[src/rtl/uart_tx_fifo_pkg.sv]
// MMIO constants shared between the UART TX FIFO and the memory-map decoder.
// Holds the TX push address and the status bit layout of the UART control word.
package uart_tx_fifo_pkg;

    localparam logic [31:0] UART_TX_ADDR   = 32'h1000_0000;
    localparam logic [31:0] UART_CTRL_ADDR = 32'h1000_0004;

    // Status bit positions in the UART control/status readback word
    localparam int unsigned CTRL_FULL_BIT     = 0;
    localparam int unsigned CTRL_EMPTY_BIT    = 1;
    localparam int unsigned CTRL_OVERFLOW_BIT = 2;
    localparam int unsigned CTRL_COUNT_LSB    = 8;

    function automatic logic is_uart_tx_addr(input logic [31:0] addr);
        return addr == UART_TX_ADDR;
    endfunction

endpackage

[src/rtl/uart_tx_fifo.sv]
// First-word fall-through byte FIFO feeding the UART transmitter over ready/valid.
// Wrap-bit pointers give full/empty/count; overflow is a sticky dropped-push flag.
module uart_tx_fifo
    import uart_tx_fifo_pkg::*;
#(
    parameter int unsigned DEPTH = 8,
    parameter int unsigned WIDTH = 8
) (
    input  logic                     clk,
    input  logic                     rst_n,
    input  logic                     wr_en,
    input  logic [WIDTH-1:0]         wr_data,
    input  logic                     flush,
    input  logic                     clr_overflow,
    output logic [WIDTH-1:0]         data_out,
    output logic                     data_out_valid,
    input  logic                     data_out_ready,
    output logic                     full,
    output logic                     empty,
    output logic [$clog2(DEPTH):0]   count,
    output logic                     overflow
);

    localparam int unsigned ADDR_W = $clog2(DEPTH);
    localparam int unsigned PTR_W  = ADDR_W + 1;

    logic [WIDTH-1:0] mem_q [DEPTH];
    logic [PTR_W-1:0] wr_ptr_q, wr_ptr_d;
    logic [PTR_W-1:0] rd_ptr_q, rd_ptr_d;
    logic             overflow_q, overflow_d;
    logic             push, pop;

    assign empty = (wr_ptr_q == rd_ptr_q);
    assign full  = (wr_ptr_q[ADDR_W-1:0] == rd_ptr_q[ADDR_W-1:0]) &&
                   (wr_ptr_q[ADDR_W] != rd_ptr_q[ADDR_W]);
    assign count = wr_ptr_q - rd_ptr_q;

    assign data_out_valid = !empty;
    assign data_out       = mem_q[rd_ptr_q[ADDR_W-1:0]];
    assign overflow       = overflow_q;

    assign push = wr_en && !full && !flush;
    assign pop  = data_out_valid && data_out_ready && !flush;

    always_comb begin
        wr_ptr_d   = wr_ptr_q;
        rd_ptr_d   = rd_ptr_q;
        overflow_d = overflow_q;
        if (flush) begin
            wr_ptr_d = '0;
            rd_ptr_d = '0;
        end else begin
            if (push) wr_ptr_d = wr_ptr_q + 1'b1;
            if (pop)  rd_ptr_d = rd_ptr_q + 1'b1;
        end
        // A dropped push beats a same-cycle clear
        if (wr_en && full) begin
            overflow_d = 1'b1;
        end else if (clr_overflow) begin
            overflow_d = 1'b0;
        end
    end

    always_ff @(posedge clk or negedge rst_n) begin
        if (!rst_n) begin
            wr_ptr_q   <= '0;
            rd_ptr_q   <= '0;
            overflow_q <= 1'b0;
        end else begin
            wr_ptr_q   <= wr_ptr_d;
            rd_ptr_q   <= rd_ptr_d;
            overflow_q <= overflow_d;
        end
    end

    always_ff @(posedge clk) begin
        if (push) begin
            mem_q[wr_ptr_q[ADDR_W-1:0]] <= wr_data;
        end
    end

endmodule

[config.mk]
export PLATFORM = sky130hd
export DESIGN_NAME = uart_tx_fifo
export DESIGN_NICKNAME = d
export VERILOG_FILES = /design/src/rtl/uart_tx_fifo_pkg.sv /design/src/rtl/uart_tx_fifo.sv
export SDC_FILE = /design/constraint.sdc
export NUM_CORES = 1
export LEC_CHECK = 0
export ABC_AREA = 1
export BUFFER_PORTS_ARGS = -buffer_cell sky130_fd_sc_hd__buf_2
export CAP_MARGIN = 10
export CORE_ASPECT_RATIO = 1.4
export CORE_MARGIN = 5
export CORE_UTILIZATION = 45
export DETAILED_ROUTE_END_ITERATION = 10
export PLACE_DENSITY = 0.68
export SYNTH_ARGS = -nofsm -noshare
export SYNTH_HDL_FRONTEND = slang
export SYNTH_SLANG_ARGS = --single-unit
[constraint.sdc]
create_clock -name clk -period 3.9 [get_ports clk]
set_clock_uncertainty 0.2 [all_clocks]
set_input_delay 0.39 -clock clk [delete_from_list [all_inputs] [get_ports clk]]
set_output_delay 0.39 -clock clk [all_outputs]
set_load 0.01 [all_outputs]
### Word level (Yosys, flattened, before mapping)

Memory sizes are Yosys's and may differ from the RTL's.
Cells that the tools add are included.

* memory bits (writable): 64
* input port bits: 14
* memories: 1
* flip-flop bits (word level): 9
* output and inout port bits: 16

* reduce and logical (&&, ||, !) cells: 12
* multiplexer cells: 8
* eq/ne operators: 3
* $add $sub $neg: 3

Memories
* mem_q: depth 8, bits a word 8, rd ports 1, clocked after Yosys merged registers in 0, write ports 1, line uart_tx_fifo.sv:27 `logic [WIDTH-1:0] mem_q [DEPTH];`

Operators by type and width (count)
* 4-bit two-way mux: 4
* 4-bit by 1-bit adder with 4-bit output (second input constant): 2
* 1-bit logical AND: 6
* 2-bit nonzero test: 3
* 4-bit equality test: 1
* 1-bit two-way mux: 4
* 4-bit subtractor: 1
* 3-bit equality test: 1
* 1-bit logical NOT: 3
* 1-bit inequality test: 1

### Logic depth before layout (Yosys ltp)

Gate-level depths: netlist of the first run.

* depth after elaboration: 7
* mapped depth: 10
* depth with buffers taken out: 9

### Least setup slack after synthesis of the first run

Ideal clock, no wire load.

* kind: register to register
* start point: reg rd_ptr_q[2]
* end point: mem mem_q[2][0] (enable)
* setup slack: 1494 ps
* path buffers: 1
* setup time: 370 ps
* arrival time: 1836 ps
* stages on the path, launching flop included: 9
* cell sequence: dfrtp_1 -> buf_4 -> clkinv_1 -> ha_1 -> nand3_1 -> inv_1 -> nand2_4 -> nand4_2 -> nor2_1

* word-level cells in the longest chain between the ends: 7

Ends and longest elaborated chain
* start, declared: line uart_tx_fifo.sv:29 `logic [PTR_W-1:0] rd_ptr_q, rd_ptr_d;`
* start signal, assigned: line uart_tx_fifo.sv:71 `rd_ptr_q <= rd_ptr_d;`
* 3-bit equality test: line uart_tx_fifo.sv:34 `assign full = (wr_ptr_q[ADDR_W-1:0] == rd_ptr_q[ADDR_W-1:0]) &&`
* 1-bit logical AND: line uart_tx_fifo.sv:34
* 1-bit logical NOT: line uart_tx_fifo.sv:42 `assign push = wr_en && !full && !flush;`
* 1-bit logical AND (2 in series): line uart_tx_fifo.sv:42
* 1-bit two-way mux: line uart_tx_fifo.sv:77 `if (push) begin`
* 1-bit two-way mux (not written as such): line uart_tx_fifo.sv:78 `mem_q[wr_ptr_q[ADDR_W-1:0]] <= wr_data;`
* end, declared: line uart_tx_fifo.sv:27

Every way passes these cells.

### Worst setup path after layout of the first run

* start point: reg rd_ptr_q[2]
* end point: mem mem_q[2][3] (enable)

Same word-level chain as after synthesis.

==> impl_metrics.csv, run 1 <==
group,metric,value,unit
sta,max_freq,337,MHz
global_route,grt_pass1_vias,2285,
detailed_routing,drc,0,
clock_tree,clock_sinks,73,
placed_design,placed_cells,436,
cells_and_area,final_core_util,0.511,
logic_synthesis,ys_seq_area_frac,0.645,
clock_tree,root_buffer,"clkbuf_8",
global_route,grt_usage,0.175,
cells_and_area,syn2layout_area_growth,11.6,%
sta,hold_ws,0.0419,ns
logic_synthesis,synth_top_area_frac,0.577,
logic_synthesis,synthTopCellsByArea,"edfxtp_1 58%, nor2_1 8.6%, nand2_1 7.9%",
worst_setup_path,r2r_slack,0.93,ns
cells_and_area,fin_cells,453,
sta,post-route-period-util,0.761,
worst_setup_path,crit_type,"register to register",
logic_synthesis,ys_warn_count,0,
floorplanning,die_area,9240,um2
sta,worstMarginPinSlew,0.670,ns
logic_synthesis,synthFlopType,"edfxtp_1",
logic_synthesis,syn_area_per_cell,10.3,um2
floorplanning,top_level_ports,30,
worst_setup_path,worstSetupEndpointType,"register",
placed_design,dpl_cell_area,3510,um2
clock_tree,insertion_delay,0.34,ns
min_path,min_to,"overflow$_DFFE_PN0P_",
worst_setup_path,slowest_delay,0.62,ns
power,peakVddDrop,0.000282,V
placed_design,place.gp.congestion,0.858,
worst_setup_path,cp.arrival,2.74,ns
global_route,antenna_found_initial,0,
cells_and_area,fin_area,3720,um2
logic_synthesis,ys_async_sr_fraction,0.123,
sta,maxSlewViolCount,0,
clock_tree,numCtsBuffers,9,
worst_setup_path,ff2ff_path_depth,7,
logic_synthesis,synth_edf_count,64,
logic_synthesis,yosys_register_bits,73,
sta,slew-limit-headroom,0.551,
power,p_leak,0.00154,uW
detailed_routing,vias,2261,
logic_synthesis,netlist_instances,322,
logic_synthesis,synth_area_leader_cell,"edfxtp_1",
floorplanning,die_h,112,um
floorplanning,rows,37,
min_path,whs_path_depth,2,
placed_design,port_buffers,29,
detailed_routing,firstDrtPassIters,4,
worst_setup_path,path_cells,"clkinv_1, ha_1, nand3_1, inv_1, nand2_4, nand4_2, nor2_1",
min_path,hp-class,"primary input to register",
global_route,grt_max_degree,38,
cells_and_area,antenna_cells,0,
logic_synthesis,yosysMostFrequentCell,"nor2_1",
floorplanning,die_x,82.7,um
detailed_routing,wl,7450,um
min_path,hold_path.startpoint,"clr_overflow",
global_route,overflow,0,
detailed_routing,wl_per_cell,16.4,um
worst_setup_path,critPathLaunchType,"register",
power,p_per_area,488,nW/um2
clock_tree,cts_setup_buffers,0,
cells_and_area,drive_gt1_frac,0.152,
logic_synthesis,syn_nets,342,
clock_tree,clk_pin_slew,0.07,ns
sta,finalHoldViolations,0,
logic_synthesis,netlist_area,3330,um2
sta,setup_tns,0,ns
logic_synthesis,synth_commonest_cells,"76 x nor2_1, 70 x nand2_1, 64 x edfxtp_1, 29 x o21ai_1",
floorplanning,core_area,7270,um2
worst_setup_path,r2r-end,"mem_q[2][3]$_DFFE_PP_",
outcome,status,"complete, no violations",
global_route,grt_pass1_wl,11300,um
logic_synthesis,ys_types,24,
cells_and_area,fill_cells,662,
detailed_routing,drtIter0Drc,179,
worst_setup_path,required,3.67,ns
job,cap_violations,0,
worst_setup_path,cp_max_fo,13,
clock_tree,cts.path.max_buffers,2,
placed_design,hpwlAfterDp,5370,um
clock_tree,htree_num_levels,3,
worst_setup_path,rr_startpoint,"rd_ptr_q[2]$_DFFE_PN0P_",
detailed_routing,viasPerCell,4.99,
cells_and_area,layout.nets,371,
worst_setup_path,slowest_stage,"dfrtp_1",
detailed_routing,postRouteAntennaNets,0,
sta,setup_viol,0,
floorplanning,start_util,0.458,
sta,rsz0062_at_grt,"false",
clock_tree,cts_tree,"done",
sta,min_period,2.97,ns
==> routing by layer <==
layer | wire length (um) | track usage | vias to the layer above
met1 | 2560 | 0.170 | 1052
met4 | 174 | 0.0785 | 0
li1 | - | - | 1137
met2 | 4290 | 0.324 | 60
met3 | 429 | 0.0518 | 12
met5 | 0 | 0 | -
==> registers in the layout, indices dropped and copies added, names as in the netlist <==
register	count
wr_ptr_q	4
overflow	1
mem_q	64
rd_ptr_q	4
==> final cells by class <==
cell class / instances / area, um2 / share of cell area
clock buffer: 13 / 159 / 0.0428
clock inverter: 3 / 38.8 / 0.0104
inverter: 18 / 70.1 / 0.0189
multi-input combinational: 217 / 1010 / 0.272
sequential: 73 / 2150 / 0.578
tap: 97 / 121 / 0.0327
timing repair buffer: 32 / 170 / 0.0458
==> cell usage in the layout (no fill, tap or decap), drive strengths merged <==
| master | n |
|---|---|
| nor2 | 76 |
| nand2 | 75 |
| edfxtp | 64 |
| o21ai | 34 |
| buf | 31 |
| inv | 16 |
| nand3 | 14 |
| clkbuf | 13 |
| dfrtp | 9 |
| nand4 | 8 |
| ha | 5 |
| clkinv | 4 |
| xor2 | 2 |
| a21oi | 1 |
| xnor2 | 1 |
| fa | 1 |
| bufinv | 1 |
| dlygate4sd3 | 1 |
==> power by group <==
| part | internal [uW] | leakage (uW) | switching [uW] |
|---|---|---|---|
| clock | 328 | 0.000101 | 246 |
| combinational | 117 | 0.000738 | 251 |
| sequential | 865 | 0.000702 | 9.04 |
==> cells by family (layout without fill, tap and decap cells) <==
kind of cell / after synthesis / after routing / synth area share
fa+ha+maj: 6 / 6 / 0.0248
buf+inv: 32 / 66 / 0.0519
flops: 73 / 73 / 0.645
simple gates: 173 / 173 / 0.218
xor+xnor: 3 / 3 / 0.00789
compound gates: 35 / 35 / 0.0526
==> through the flow <==
stage                     power [uW]  setup WS [ns]
after CTS                       1830          0.915
after global placement          1260           1.05
after detailed placement        1260          0.938
final                           1810          0.931
after global routing            1900          0.683
after floorplan                 1150           1.49
==> worst max-delay path by stage <==
stage	from	end	slack [ns]
floorplan	rd_ptr_q[2]$_DFFE_PN0P_	mem_q[2][0]$_DFFE_PP_	1.49
global placement	rd_ptr_q[2]$_DFFE_PN0P_	mem_q[4][4]$_DFFE_PP_	1.05
detailed placement	rd_ptr_q[2]$_DFFE_PN0P_	mem_q[1][2]$_DFFE_PP_	0.94
CTS	rd_ptr_q[2]$_DFFE_PN0P_	mem_q[1][4]$_DFFE_PP_	0.91
global route	rd_ptr_q[2]$_DFFE_PN0P_	mem_q[0][6]$_DFFE_PP_	0.68
finish	rd_ptr_q[2]$_DFFE_PN0P_	mem_q[2][3]$_DFFE_PP_	0.93
==> worst max-delay path, delay by kind of cell, from the launching register on <==
family                     cells  cell delay (ns)
and+or+nand+nor                4             0.91
DFF                            1             0.62
buffers and inverters          2             0.45
adders and majority gates      1             0.41
==> repair_timing <==
item | CTS | global route
resized for setup | 0 | 0
hold endpoints to repair | 9 | 0
hold buffers | 1 | 0
Note: power is estimated with default switching activity, not from simulation.
==> inputs of run 2 (changes only) <==
Settings changed: ABC_AREA 1 to 0, PLACE_DENSITY 0.68 to 0.71.
Clock period 3.9 ns to 2.51 ns, I/O delays scaled along.
==> run 2 against run 1 <==
Compared with the run above: register-to-register slack got worse by 0.72 ns; worst hold slack got worse by 0.031 ns; highest routed layer unchanged; worst setup slack got worse by 0.77 ns; design area grew 1.4%; largest cell class unchanged; sequential share of layout area fell by 0.79 points.
==> impl_metrics.csv, run 2 <==
group,metric,value,unit
sta,slew-limit-headroom,0.756,
global_route,antenna_found_initial,0,
power,p_per_area,840,nW/um2
logic_synthesis,synthTopCellsByArea,"edfxtp_1 63%, mux4_2 12%, dfrtp_1 7.3%",
worst_setup_path,worstSetupEndpointType,"output pin",
floorplanning,die_x,79.8,um
sta,setup_viol,0,
logic_synthesis,yosysMostFrequentCell,"edfxtp_1",
power,pwr-share-comb,0.170,
min_path,min_to,"mem_q[2][7]$_DFFE_PP_",
clock_tree,cts.path.max_buffers,2,
logic_synthesis,netlist_instances,183,
logic_synthesis,synth_commonest_cells,"64 x edfxtp_1, 28 x nand2_1, 16 x mux4_2, 10 x nor2_1",
cells_and_area,fin_area,3770,um2
logic_synthesis,ys_async_sr_fraction,0.123,
sta,fin_ws,0.160,ns
power,p_sw,699,uW
floorplanning,die_area,8590,um2
logic_synthesis,ys_seq_area_frac,0.700,
logic_synthesis,synth_top_area_frac,0.626,
placed_design,dp_worst_setup_slack,0.304,ns
worst_setup_path,ff2ff_path_depth,8,
detailed_routing,drc,0,
logic_synthesis,synth_edf_count,64,
worst_setup_path,cp_max_fo,16,
cells_and_area,largest_reg_flops,64,
sta,worstMarginPinSlew,0.363,ns
clock_tree,cts_tree,"done",
global_route,overflow,0,
logic_synthesis,ys_warn_count,0,
cells_and_area,syn2layout_area_growth,22.9,%
detailed_routing,wl_per_cell,17.0,um
logic_synthesis,synth_area_leader_cell,"edfxtp_1",
placed_design,place.gp.congestion,0.859,
worst_setup_path,required,2.06,ns
clock_tree,insertion_delay,0.33,ns
floorplanning,top_level_ports,30,
power,totalPowerFinal,3170,uW
cells_and_area,drive_gt1_frac,0.340,
sta,hold_ws,0.0112,ns
logic_synthesis,netlist_area,3070,um2
clock_tree,htree_num_levels,3,
cells_and_area,final_common_cell,"edfxtp_1",
worst_setup_path,r2r_slack,0.21,ns
cells_and_area,layout.nets,256,
sta,min_period,2.35,ns
clock_tree,root_buffer,"clkbuf_8",
sta,maxSlewViolCount,0,
detailed_routing,wl,5670,um
job,cap_violations,0,
logic_synthesis,synth_mux_area_frac,0.124,
logic_synthesis,syn_area_per_cell,16.8,um2
logic_synthesis,synth_xor_area_frac,0.0310,
sta,max_freq,425,MHz
sta,finalHoldViolations,0,
logic_synthesis,synth_top_family_by_area,"multiplexers",
logic_synthesis,synth_compound_area_frac,0.0208,
worst_setup_path,r2r-end,"overflow$_DFFE_PN0P_",
sta,post-route-period-util,0.936,
worst_setup_path,crit_type,"register to output pin",
clock_tree,numCtsBuffers,9,
placed_design,hpwlAfterDp,3950,um
min_path,whs_path_depth,1,
power,clockPowerShare,0.398,
global_route,grt_max_degree,21,
floorplanning,die_h,108,um
logic_synthesis,synthFlopType,"edfxtp_1",
power,peakVddDrop,0.000517,V
power,seqPwrFrac,0.431,
outcome,status,"complete, no violations",
global_route,grt_usage,0.148,
floorplanning,start_util,0.464,
floorplanning,core_area,6610,um2
power,internal_power,2470,uW
min_path,hp-class,"primary input to register",
clock_tree,cts_setup_buffers,0,
min_path,hold_path.startpoint,"wr_data[7]",
power,swShare,0.221,
placed_design,port_buffers,29,
worst_setup_path,rr_startpoint,"wr_ptr_q[0]$_DFFE_PN0P_",
power,p_leak,0.00139,uW
global_route,grt_pass1_wl,9320,um
cells_and_area,mostFrequentLayoutCells,"64 x edfxtp_1, 29 x buf_2, 28 x nand2_1",
clock_tree,clock_sinks,73,
logic_synthesis,synth_simple_gate_area_frac,0.0722,
detailed_routing,postRouteAntennaNets,0,
logic_synthesis,yosys.area_share.adder,0.0269,
placed_design,dpl_cell_area,3440,um2
detailed_routing,drtIter0Drc,120,
floorplanning,rows,35,
cells_and_area,antenna_cells,0,
clock_tree,clk_pin_slew,0.07,ns
worst_setup_path,cp.arrival,1.90,ns
logic_synthesis,yosys_register_bits,73,
detailed_routing,viasPerCell,5.03,
logic_synthesis,syn_nets,203,
global_route,grt_pass1_vias,1794,
detailed_routing,firstDrtPassIters,6,
detailed_routing,vias,1674,
logic_synthesis,ys_types,29,
sta,rsz0062_at_grt,"false",
worst_setup_path,critPathLaunchType,"register",
run 2: cell type report:
type                    count  area (um2)
fillers                   530        2840
flip-flops and latches     73        2150
multi-input cells          94         875
repair buffers             48         313
clock inverters             6         154
clock buffers              10         128
well taps                  92         115
inverters                  10        37.5
run 2: timing repair:
item / CTS / global route
hold buffers: 5 / 0
resized for setup: 0 / 1
hold endpoints to repair: 26 / 0
setup endpoints to repair: 0 / 2
run 2: worst max-delay path, stage by stage, from the launching register on:
cell	delay, ns
dfrtp_1	0.50
buf_12	0.22
mux4_2	0.54
nand2_1	0.09
nand2_1	0.07
buf_2	0.14
run 2: stage by stage:
step,utilization,instances,setup TNS [ns]
4_1_cts,0.570,333,0
3_5_place_dp,0.520,312,0
5_1_grt,0.570,333,0
2_1_floorplan,-,183,-8.57
3_3_place_gp,0.520,312,0
6_report,0.570,333,0
run 2: per-layer routing:
layer,track usage,vias to the layer above,share of wire
met5,0,-,0
met4,0.0447,0,0.0034
met3,0.0385,2,0.041
met2,0.263,39,0.54
met1,0.174,835,0.42
li1,-,798,-
run 2: worst max-delay path by stage:
stage	cells after the start	slack (ns)	to	start
after global routing	5	0.04	data_out[3]	rd_ptr_q[0]$_DFFE_PN0P_
after floorplan	7	-0.21	mem_q[0][0]$_DFFE_PP_	rd_ptr_q[1]$_DFFE_PN0P_
after CTS	5	0.12	data_out[3]	rd_ptr_q[0]$_DFFE_PN0P_
after detailed placement	6	0.30	mem_q[1][5]$_DFFE_PP_	wr_ptr_q[0]$_DFFE_PN0P_
after global placement	6	0.41	mem_q[5][6]$_DFFE_PP_	wr_ptr_q[0]$_DFFE_PN0P_
final	5	0.16	data_out[7]	rd_ptr_q[0]$_DFFE_PN0P_
run 2: cells by family after synthesis:
logic type / count (synthesis)
fa+ha+maj: 6
simple gates: 51
flops: 73
mux: 18
compound gates: 9
buf+inv: 16
xor+xnor: 10
run 2: power groups by stage:
| stage | clock [uW] | combinational (uW) | sequential (uW) |
|---|---|---|---|
| after floorplan | 0 | 363 | 1390 |
| after global placement | 0 | 540 | 1390 |
| after detailed placement | 0 | 544 | 1390 |
| after CTS | 1280 | 552 | 1370 |
| after global routing | 1340 | 592 | 1370 |
| final | 1260 | 539 | 1370 |
